[src/rtl/serial_comparator.sv]
// Digit-serial magnitude comparator: compares A against B, DIGIT bits per cycle, MSB-first,
// with early termination on the first differing digit and optional two's-complement mode.
module serial_comparator #(
    parameter int WIDTH = 8,
    parameter int DIGIT = 2
) (
    input  logic             clk,
    input  logic             rst,
    input  logic             start,
    input  logic             signed_mode,
    input  logic [WIDTH-1:0] A,
    input  logic [WIDTH-1:0] B,
    output logic             busy,
    output logic             done,
    output logic             gt,
    output logic             eq,
    output logic             lt
);

    localparam int D  = WIDTH / DIGIT;
    localparam int IW = (D > 1) ? $clog2(D) : 1;

    if (WIDTH < 2 || DIGIT < 1 || DIGIT > WIDTH || (WIDTH % DIGIT) != 0) begin : g_bad_params
        $error("serial_comparator: WIDTH must be >= 2 and a multiple of DIGIT (1..WIDTH)");
    end

    typedef enum logic {
        IDLE = 1'b0,
        RUN  = 1'b1
    } state_t;

    state_t           state_q, state_d;
    logic [WIDTH-1:0] a_q, b_q;
    logic [WIDTH-1:0] msb_mask;
    logic [WIDTH-1:0] src_a, src_b;
    logic [DIGIT-1:0] dig_a, dig_b;
    logic [IW-1:0]    idx_q, idx_d;
    int               sel_k;
    logic             last_digit;
    logic             latch_en;
    logic             evaluate;
    logic             done_d, gt_d, eq_d, lt_d;

    // Flipping both MSBs turns a two's-complement compare into an unsigned one.
    assign msb_mask = {signed_mode, {(WIDTH-1){1'b0}}};

    // Digit 0 is judged straight from the inputs at the accept edge, so RUN
    // cycle idx compares digit idx+1; this keeps done at cycle k+1.
    always_comb begin
        if (state_q == IDLE) begin
            src_a = A ^ msb_mask;
            src_b = B ^ msb_mask;
            sel_k = 0;
        end else begin
            src_a = a_q;
            src_b = b_q;
            sel_k = int'(idx_q) + 1;
        end
        dig_a      = DIGIT'(src_a >> ((D - 1 - sel_k) * DIGIT));
        dig_b      = DIGIT'(src_b >> ((D - 1 - sel_k) * DIGIT));
        last_digit = (sel_k == D - 1);
    end

    always_comb begin
        state_d  = state_q;
        idx_d    = idx_q;
        latch_en = 1'b0;
        evaluate = 1'b0;
        done_d   = 1'b0;
        gt_d     = gt;
        eq_d     = eq;
        lt_d     = lt;

        if (state_q == IDLE) begin
            if (start) begin
                latch_en = 1'b1;
                idx_d    = '0;
                evaluate = 1'b1;
            end
        end else begin
            evaluate = 1'b1;
        end

        if (evaluate) begin
            if (dig_a != dig_b) begin
                done_d  = 1'b1;
                gt_d    = (dig_a > dig_b);
                lt_d    = (dig_a < dig_b);
                eq_d    = 1'b0;
                state_d = IDLE;
            end else if (last_digit) begin
                done_d  = 1'b1;
                gt_d    = 1'b0;
                lt_d    = 1'b0;
                eq_d    = 1'b1;
                state_d = IDLE;
            end else begin
                state_d = RUN;
                if (state_q == RUN) begin
                    idx_d = idx_q + IW'(1);
                end
            end
        end
    end

    always_ff @(posedge clk) begin
        if (rst) begin
            state_q <= IDLE;
            idx_q   <= '0;
            a_q     <= '0;
            b_q     <= '0;
            done    <= 1'b0;
            gt      <= 1'b0;
            eq      <= 1'b0;
            lt      <= 1'b0;
        end else begin
            state_q <= state_d;
            idx_q   <= idx_d;
            done    <= done_d;
            gt      <= gt_d;
            eq      <= eq_d;
            lt      <= lt_d;
            if (latch_en) begin
                a_q <= A ^ msb_mask;
                b_q <= B ^ msb_mask;
            end
        end
    end

    assign busy = (state_q == RUN);

endmodule

[config.mk]
export PLATFORM = sky130hd
export DESIGN_NAME = serial_comparator
export DESIGN_NICKNAME = d
export VERILOG_FILES = /design/src/rtl/serial_comparator.sv
export SDC_FILE = /design/constraint.sdc
export NUM_CORES = 1
export LEC_CHECK = 0
export ABC_AREA = 1
export CAP_MARGIN = 10
export CORE_UTILIZATION = 52
export CTS_CLUSTER_SIZE = 8
export DETAILED_ROUTE_END_ITERATION = 10
export HOLD_SLACK_MARGIN = 0.08
export PLACE_DENSITY = 0.92
export SYNTH_ARGS = -nofsm -noshare
export SYNTH_HDL_FRONTEND = slang
export SYNTH_SLANG_ARGS = --single-unit
export TNS_END_PERCENT = 20
[constraint.sdc]
create_clock -name clk -period 3.45 [get_ports clk]
set_clock_uncertainty 0.1 [all_clocks]
set_input_delay 0.5175 -clock clk [delete_from_list [all_inputs] [get_ports clk]]
set_output_delay 0.5175 -clock clk [all_outputs]
set_load 0.005 [all_outputs]
==> reports/metrics.yaml, run 1 <==
switchingPower_uw: 172
n_antenna_cell: 0
path_delay_family: "simple AND/OR/NAND/NOR gates"
endpoint_kind: "flip-flop"
worst_hold_slack_ps: 360
finalCritPeriodShare_pct: 72.8
swShare_pct: 29.8
power.internal_uw: 405
ys_ff_latch: 23
setup_slack_ps: 938
fmax_ghz: 0.398
worstPathMaxFanout: 10
vias: 1037
layout-drive-gt1-share_pct: 7.34
dpl.hpwl_mm: 1.86
critPathSlowestCell: "dfxtp_1"
peakVddDrop_v: 0.000306
drt_iter0_markers: 48
gr-total-overflow: 0
core-area_sq_mm: 0.00198
slew_headroom_pct: 63.5
drv_cap: 0
clock_power_share_pct: 21.9
rsz0062_at_grt: "no"
crit_top_cell: "nand2_1"
synthDistinctLibCells: 23
p_leak_nw: 0.612
port_buffers: 24
root_buffer: "clkbuf_4"
clk_latency_ps: 320
path_clk_slew_ps: 110
wl_mm: 2.52
final_common_cell: "nand2_1"
crit_chain: "nand2_1, inv_1, nand2_1, nand3_1, nand2_1, nand2_1, nand2_1, ha_1, nand2_1, inv_1, nand3_1, a21oi_1, nor2_1"
cts_tree: "done"
drc: 0
initial_core_util_pct: 56.0
clock_sinks: 23
first_pass_iters: 4
finalNetCount: 201
required_ps: 3560
grt_pass1_wl_mm: 3.91
num_io_pins: 25
p_per_area_mw_per_mm2: 416
power_uw: 576
layout_common_cells: "nand2_1, clkdlybuf4s50_1, dfxtp_1"
worst_pin_slew_ps: 547
routedWlPerCell_microns: 12.4
cts.path.max_buffers: 2
syn-num-nets: 175
synth_cells: 152
die_w_microns: 48.2
pwr-share-comb_pct: 25.1
drv_slew: 0
fin_crit_ps: 2510
avgSynthCellArea_sq_um: 7.30
synth_warnings: 0
hp-class: "reg -> reg"
post_cts_resized: 0
fin_setup_tns_ps: 0
netlist_area_sq_mm: 0.00111
avgViaCountPerCell: 5.08
antenna_found_initial: 0
htree_levels: 1
cts_buffers: 3
status: "complete, no violations"
path_class: "reg -> reg"
drt.antenna.violating_nets: 0
cpPeakStageDelay_ps: 680
cp.arrival_ps: 2630
dieArea_sq_mm: 0.00232
hold_viol_final: 0
place_ws_ps: 857
die_h_microns: 48.2
seq_power_share_pct: 53.0
grt_max_degree: 19
nFillCells: 161
cts_setup_buffers: 0
grt_pass1_vias: 982
holdBufCountCts: 0
fp-row-count: 16
crit_path_start_kind: "flip-flop"
path_buf_inv: 2
synth.yosys.seq_area_share_pct: 41.5
gp_congestion: 0.921
setup_violations: 0
area_growth_pct: 24.9
grt.total_usage_pct: 24.3
==> power groups by stage <==
stage	Sequential [mW]	Clock (mW)	Combinational, mW
final	0.305	0.126	0.144
after floorplan	0.306	0	0.0877
after global placement	0.310	0	0.136
after global routing	0.308	0.139	0.160
after CTS	0.305	0.127	0.144
after detailed placement	0.312	0	0.141
==> tightest hold or removal path: stages (launching register included) <==
cell and delay, ps:
dfxtp_1 330, nand2_1 60, nand2_1 40
==> metal layers <==
metal,GRT usage [%],vias up,wire length [microns]
li1,-,547,-
met1,30.8,446,1150
met2,40.8,39,1190
met3,3.70,5,142
met4,10.0,0,43
met5,0,-,0
==> synth_stat cells <==
library cell  instances  area (sq um)
nand2_1              36           135
dfxtp_1              23           460
inv_1                19          71.3
nand3_1              19          95.1
o21ai_0              15          75.1
a21oi_1               9          45.0
nor2_1                7          26.3
ha_1                  3          37.5
inv_2                 3          11.3
nand2_4               2          22.5
nor2_4                2          22.5
o221ai_1              2          17.5
xnor2_1               2          17.5
a21oi_2               1          8.76
buf_2                 1          5.00
buf_4                 1          7.51
buf_6                 1          11.3
inv_4                 1          6.26
o211ai_1              1          7.51
o22ai_1               1          6.26
o31ai_1               1          7.51
or2_1                 1          6.26
or2_2                 1          6.26
==> registers in the layout (all words and copies together), names as in the netlist <==
signal	count
idx_q	2
lt	1
a_q	8
eq	1
gt	1
done	1
busy	1
b_q	8
==> logic make-up after synthesis <==
| logic type | Yosys count | share of synthesized area (%) |
|---|---|---|
| and+or+nand+nor | 68 | 28.3 |
| DFF | 23 | 41.5 |
| adders and majority gates | 3 | 3.38 |
| AOI/OAI and AO/OA | 30 | 15.1 |
| buffers and inverters | 26 | 10.1 |
| xor gates and xnor gates | 2 | 1.58 |
==> worst paths after layout <==
path / startpoint / end / slack (ps) / cells past startpoint
worst min-delay path: b_q[6]$_SDFFE_PP0P_ / b_q[6]$_SDFFE_PP0P_ / 360 / 2
worst max register to register: busy$_SDFFE_PP0N_ / idx_q[0]$_SDFF_PP0_ / 940 / 13
worst min register to register: b_q[6]$_SDFFE_PP0P_ / b_q[6]$_SDFFE_PP0P_ / 360 / 2
worst max-delay path: busy$_SDFFE_PP0N_ / idx_q[0]$_SDFF_PP0_ / 940 / 13
==> layout make-up <==
type,count,area [sq um],share of cell area [%]
multi-input cells,103,537,38.7
flip-flops and latches,23,460,33.2
repair buffers,24,240,17.3
inverters,23,88.8,6.41
well taps,27,33.8,2.44
clock buffers,4,26.3,1.90
==> per-stage QoR <==
step	std cells	cell area (sq um)	util, %
after detailed placement	200	1360	68.6
after CTS	204	1390	69.9
after global routing	204	1390	69.9
final	204	1390	69.9
after floorplan	152	1110	-
after global placement	200	1360	68.6
Note: power is estimated with default switching activity, not from simulation.
==> run 2, diff against run 1 <==
--- a/config.mk
+++ b/config.mk
@@ -7,11 +7,11 @@
 export LEC_CHECK = 0
 export ABC_AREA = 1
 export CAP_MARGIN = 10
-export CORE_UTILIZATION = 52
+export CORE_UTILIZATION = 48
 export CTS_CLUSTER_SIZE = 8
 export DETAILED_ROUTE_END_ITERATION = 10
 export HOLD_SLACK_MARGIN = 0.08
-export PLACE_DENSITY = 0.92
+export PLACE_DENSITY = 0.87
 export SYNTH_ARGS = -nofsm -noshare
 export SYNTH_HDL_FRONTEND = slang
 export SYNTH_SLANG_ARGS = --single-unit
==> constraint.sdc (replaced) <==
create_clock -name clk -period 2.65 [get_ports clk]
set_clock_uncertainty 0.1 [all_clocks]
set_input_delay 0.3975 -clock clk [delete_from_list [all_inputs] [get_ports clk]]
set_output_delay 0.3975 -clock clk [all_outputs]
set_load 0.005 [all_outputs]
==> reports/metrics.yaml, run 2 (synthesis gave the netlist of run 1 again) <==
finalNetCount: 201
htree_levels: 1
num_io_pins: 25
p_leak_nw: 0.615
root_buffer: "clkbuf_4"
grt_pass1_wl_mm: 4.02
p_per_area_mw_per_mm2: 532
layout_common_cells: "nand2_1, clkdlybuf4s50_1, dfxtp_1"
path_buf_inv: 2
avgViaCountPerCell: 5.20
port_buffers: 24
drv_cap: 0
worst_hold_slack_ps: 355
wl_mm: 2.33
path_delay_family: "adder cells"
die_w_microns: 50.1
cts.path.max_buffers: 2
cp.arrival_ps: 2390
layout-drive-gt1-share_pct: 8.47
drc: 0
setup_violations: 0
rsz0062_at_grt: "no"
crit_path_start_kind: "flip-flop"
clk_latency_ps: 310
required_ps: 2770
drv_slew: 0
path_class: "reg -> reg"
routedWlPerCell_microns: 11.3
vias: 1065
critPathSlowestCell: "dfxtp_1"
drt.antenna.violating_nets: 0
status: "complete, no violations"
fmax_ghz: 0.442
cts_buffers: 3
worst_pin_slew_ps: 428
r2r_setup_slack_ps: 390
path_clk_slew_ps: 120
core-area_sq_mm: 0.00219
worstPathMaxFanout: 7
fp-row-count: 17
peakVddDrop_v: 0.000344
gr-total-overflow: 0
fin_setup_tns_ps: 0
final_common_cell: "nand2_1"
cpPeakStageDelay_ps: 390
gp_congestion: 0.872
dieArea_sq_mm: 0.00251
grt.total_usage_pct: 20.9
nFillCells: 195
n_antenna_cell: 0
finalCritPeriodShare_pct: 85.4
antenna_found_initial: 0
hp-class: "reg -> reg"
drt_iter0_markers: 24
slew_headroom_pct: 71.4
top_regs: "a_q: 8 flops, b_q: 8 flops, idx_q: 2 flops"
area_growth_pct: 25.3
clock_sinks: 23
crit_chain: "ha_1, nand2_4, inv_2, o21ai_0, o21ai_0, nor2_1, ha_1, nand2_1, inv_1, nand3_1, a21oi_1, nor2_1"
cts_tree: "done"
dpl.hpwl_mm: 1.71
hold_viol_final: 0
grt_pass1_vias: 983
fin_crit_ps: 2260
first_pass_iters: 4
cts_setup_buffers: 0
grt_max_degree: 19
endpoint_kind: "flip-flop"
initial_core_util_pct: 50.7
die_h_microns: 50.1
==> run 2: stage by stage <==
| step | setup slack, ps | instance area [sq um] | cells | power, mW | util (%) |
|---|---|---|---|---|---|
| after floorplan | 634 | 1110 | 152 | 0.512 | - |
| after global placement | 279 | 1360 | 201 | 0.580 | 62.1 |
| after detailed placement | 206 | 1360 | 201 | 0.586 | 62.1 |
| after CTS | 221 | 1390 | 205 | 0.741 | 63.4 |
| after global routing | 182 | 1390 | 205 | 0.790 | 63.4 |
| final | 386 | 1390 | 205 | 0.739 | 63.4 |
==> run 2: power by group <==
| group | leakage, nW | switching, mW | internal (mW) |
|---|---|---|---|
| clock network | 0.0177 | 0.103 | 0.0565 |
| logic | 0.408 | 0.0933 | 0.0891 |
| registers | 0.190 | 0.0196 | 0.378 |
| total | 0.615 | 0.216 | 0.524 |
==> run 2: worst paths after layout <==
check                 startpoint             endpoint  cells past startpoint
max reg2reg  idx_q[0]$_SDFF_PP0_  idx_q[0]$_SDFF_PP0_                     12
min          b_q[6]$_SDFFE_PP0P_  b_q[6]$_SDFFE_PP0P_                      2
min reg2reg  b_q[6]$_SDFFE_PP0P_  b_q[6]$_SDFFE_PP0P_                      2
max          idx_q[0]$_SDFF_PP0_  idx_q[0]$_SDFF_PP0_                     12
==> run 2: timing repair <==
item                                    CTS  global route
endpoints found under the setup margin    0             4
hold buffers                              0             0
resized for setup                         0             1
==> run 2: area by class of cell <==
| type | instances | area (sq um) | area share (%) |
|---|---|---|---|
| Sequential cell | 23 | 462 | 33.2 |
| Clock buffer | 3 | 22.5 | 1.62 |
| Clock inverter | 1 | 5.00 | 0.360 |
| Timing Repair Buffer | 24 | 240 | 17.3 |
| Tap cell | 28 | 35.0 | 2.52 |
| Inverter | 23 | 88.8 | 6.39 |
| Multi-Input combinational cell | 103 | 537 | 38.6 |
==> run 2: metal layers <==
layer / share of wire (%) / vias up / GRT usage, % / wire, microns
li1: - / 544 / - / -
met1: 45 / 477 / 27.6 / 1060
met3: 5.8 / 5 / 2.78 / 135
met2: 47 / 39 / 33.3 / 1090
met4: 1.8 / 0 / 9.05 / 42
met5: 0 / - / 0 / 0
==> run 2: worst register-to-register path, cell delays in order, from the launching register on <==
cell and delay (ps):
dfxtp_1 390, ha_1 370, nand2_4 80, inv_2 100, o21ai_0 80, o21ai_0 170, nor2_1 70, ha_1 270
nand2_1 100, inv_1 80, nand3_1 130, a21oi_1 180, nor2_1 50
==> run 3, diff against run 2 <==
--- a/config.mk
+++ b/config.mk
@@ -12,6 +12,7 @@
 export DETAILED_ROUTE_END_ITERATION = 10
 export HOLD_SLACK_MARGIN = 0.08
 export PLACE_DENSITY = 0.87
+export SKIP_CTS_REPAIR_TIMING = 1
 export SYNTH_ARGS = -nofsm -noshare
 export SYNTH_HDL_FRONTEND = slang
 export SYNTH_SLANG_ARGS = --single-unit
==> constraint.sdc (replaced) <==
create_clock -name clk -period 2.5 [get_ports clk]
set_clock_uncertainty 0.1 [all_clocks]
set_input_delay 0.375 -clock clk [delete_from_list [all_inputs] [get_ports clk]]
set_output_delay 0.375 -clock clk [all_outputs]
set_load 0.005 [all_outputs]
==> reports/metrics.yaml, run 3 (synthesis gave the netlist of run 1 again) <==
initial_core_util_pct: 50.7
drt.antenna.violating_nets: 0
place_ws_ps: 85.1
r2r_setup_slack_ps: 200
grt_pass1_wl_mm: 4.19
path_class: "reg -> reg"
fmax_ghz: 0.435
cp.arrival_ps: 2410
dpl.hpwl_mm: 1.89
wl_mm: 2.55
finalCritPeriodShare_pct: 91.9
antenna_found_initial: 0
setup_slack_ps: 203
final_common_cell: "nand2_1"
top_regs: "a_q: 8 flops, b_q: 8 flops, idx_q: 2 flops"
worstPathMaxFanout: 7
path_clk_slew_ps: 120
crit_top_cell: "nand2_1"
placed_cells_incl_taps: 202
hold_path_depth: 2
r2r_start: "idx_q[0]$_SDFF_PP0_"
layout_common_cells: "nand2_1, clkdlybuf4s50_1, dfxtp_1"
cts_tree: "done"
crit_path_start_kind: "flip-flop"
finalNetCount: 202
grt.total_usage_pct: 22.3
hp-class: "reg -> reg"
hold_start: "b_q[6]$_SDFFE_PP0P_"
hold_viol_final: 0
grt_pass1_vias: 1007
num_io_pins: 25
grt_max_degree: 19
crit_chain: "ha_1, nand2_4, a21oi_1, o21ai_0, nand2_1, nor2_1, ha_1, nand2_1, inv_1, nand2_1, nand2_1, nand2_1, a21oi_2"
htree_levels: 1
p_per_area_mw_per_mm2: 570
vias: 1091
routedWlPerCell_microns: 12.4
r2r-end: "gt$_SDFFE_PP0P_"
reg2regPathDepth: 13
n_antenna_cell: 0
required_ps: 2620
worst_pin_slew_ps: 432
die_h_microns: 50.1
area_growth_pct: 25.7
crit_path_start: "idx_q[0]$_SDFF_PP0_"
worst_hold_slack_ps: 362
fin_area_sq_mm: 0.00140
setup_violations: 0
fp-row-count: 17
peakVddDrop_v: 0.000340
nFillCells: 190
die_w_microns: 50.1
fin_setup_tns_ps: 0
drv_cap: 0
status: "complete, no violations"
clock_sinks: 23
holdPathEnd: "b_q[6]$_SDFFE_PP0P_"
port_buffers: 24
wl_met3_microns: 188
cts.path.max_buffers: 2
fin_util_pct: 63.7
final_cells: 206
dieArea_sq_mm: 0.00251
wl_met2_mm: 1.24
avgViaCountPerCell: 5.30
m1WireLength_mm: 1.05
drc: 0
cpPeakStageDelay_ps: 390
clk_latency_ps: 320
top_layer_used: "met4"
path_delay_family: "simple AND/OR/NAND/NOR gates"
p_leak_nw: 0.617
fin_crit_ps: 2300
first_pass_iters: 4
core-area_sq_mm: 0.00219
path_buf_inv: 1
rsz0062_at_grt: "no"
power_uw: 796
drt_iter0_markers: 38
slew_headroom_pct: 71.1
critPathSlowestCell: "dfxtp_1"
gp_congestion: 0.879
gr-total-overflow: 0
root_buffer: "clkbuf_4"
endpoint_kind: "flip-flop"
drv_slew: 0
layout-drive-gt1-share_pct: 7.87
cts_buffers: 3
place_area_sq_mm: 0.00137
-- run 3: where the power goes --
group	leakage [nW]	switching, mW	total, mW	internal (mW)
Clock	0.0150	0.110	0.173	0.0625
Combinational	0.413	0.107	0.205	0.0973
Sequential	0.189	0.0181	0.419	0.400
Total	0.617	0.236	0.796	0.560
-- run 3: how the worst max path moves through the flow --
stage | end | slack, ps | cells past startpoint
6_report | gt$_SDFFE_PP0P_ | 200 | 13
5_1_grt | gt$_SDFFE_PP0P_ | 60 | 13
4_1_cts | gt$_SDFFE_PP0P_ | 250 | 13
3_5_place_dp | gt$_SDFFE_PP0P_ | 90 | 12
3_3_place_gp | gt$_SDFFE_PP0P_ | 150 | 10
2_1_floorplan | gt$_SDFFE_PP0P_ | 480 | 11
-- run 3: layer usage --
layer	vias to the layer above	track usage, %
met2	46	37.6
met5	-	0
met1	489	27.0
li1	547	-
met3	9	2.78
met4	0	12.4
-- run 3: worst reg2reg max path: stages, from the launching register on --
cell and delay (ps):
dfxtp_1 390, ha_1 360, nand2_4 90, a21oi_1 130
o21ai_0 130, nand2_1 100, nor2_1 60, ha_1 310
nand2_1 130, inv_1 70, nand2_1 80, nand2_1 110
nand2_1 110, a21oi_2 50
-- run 3: area by class of cell --
class,instances,area (sq um),share of cell area [%]
repair buffers,25,248,17.8
inverters,23,88.8,6.37
multi-input cells,103,537,38.5
flip-flops and latches,23,460,33.0
well taps,28,35.0,2.51
clock buffers,4,26.3,1.88
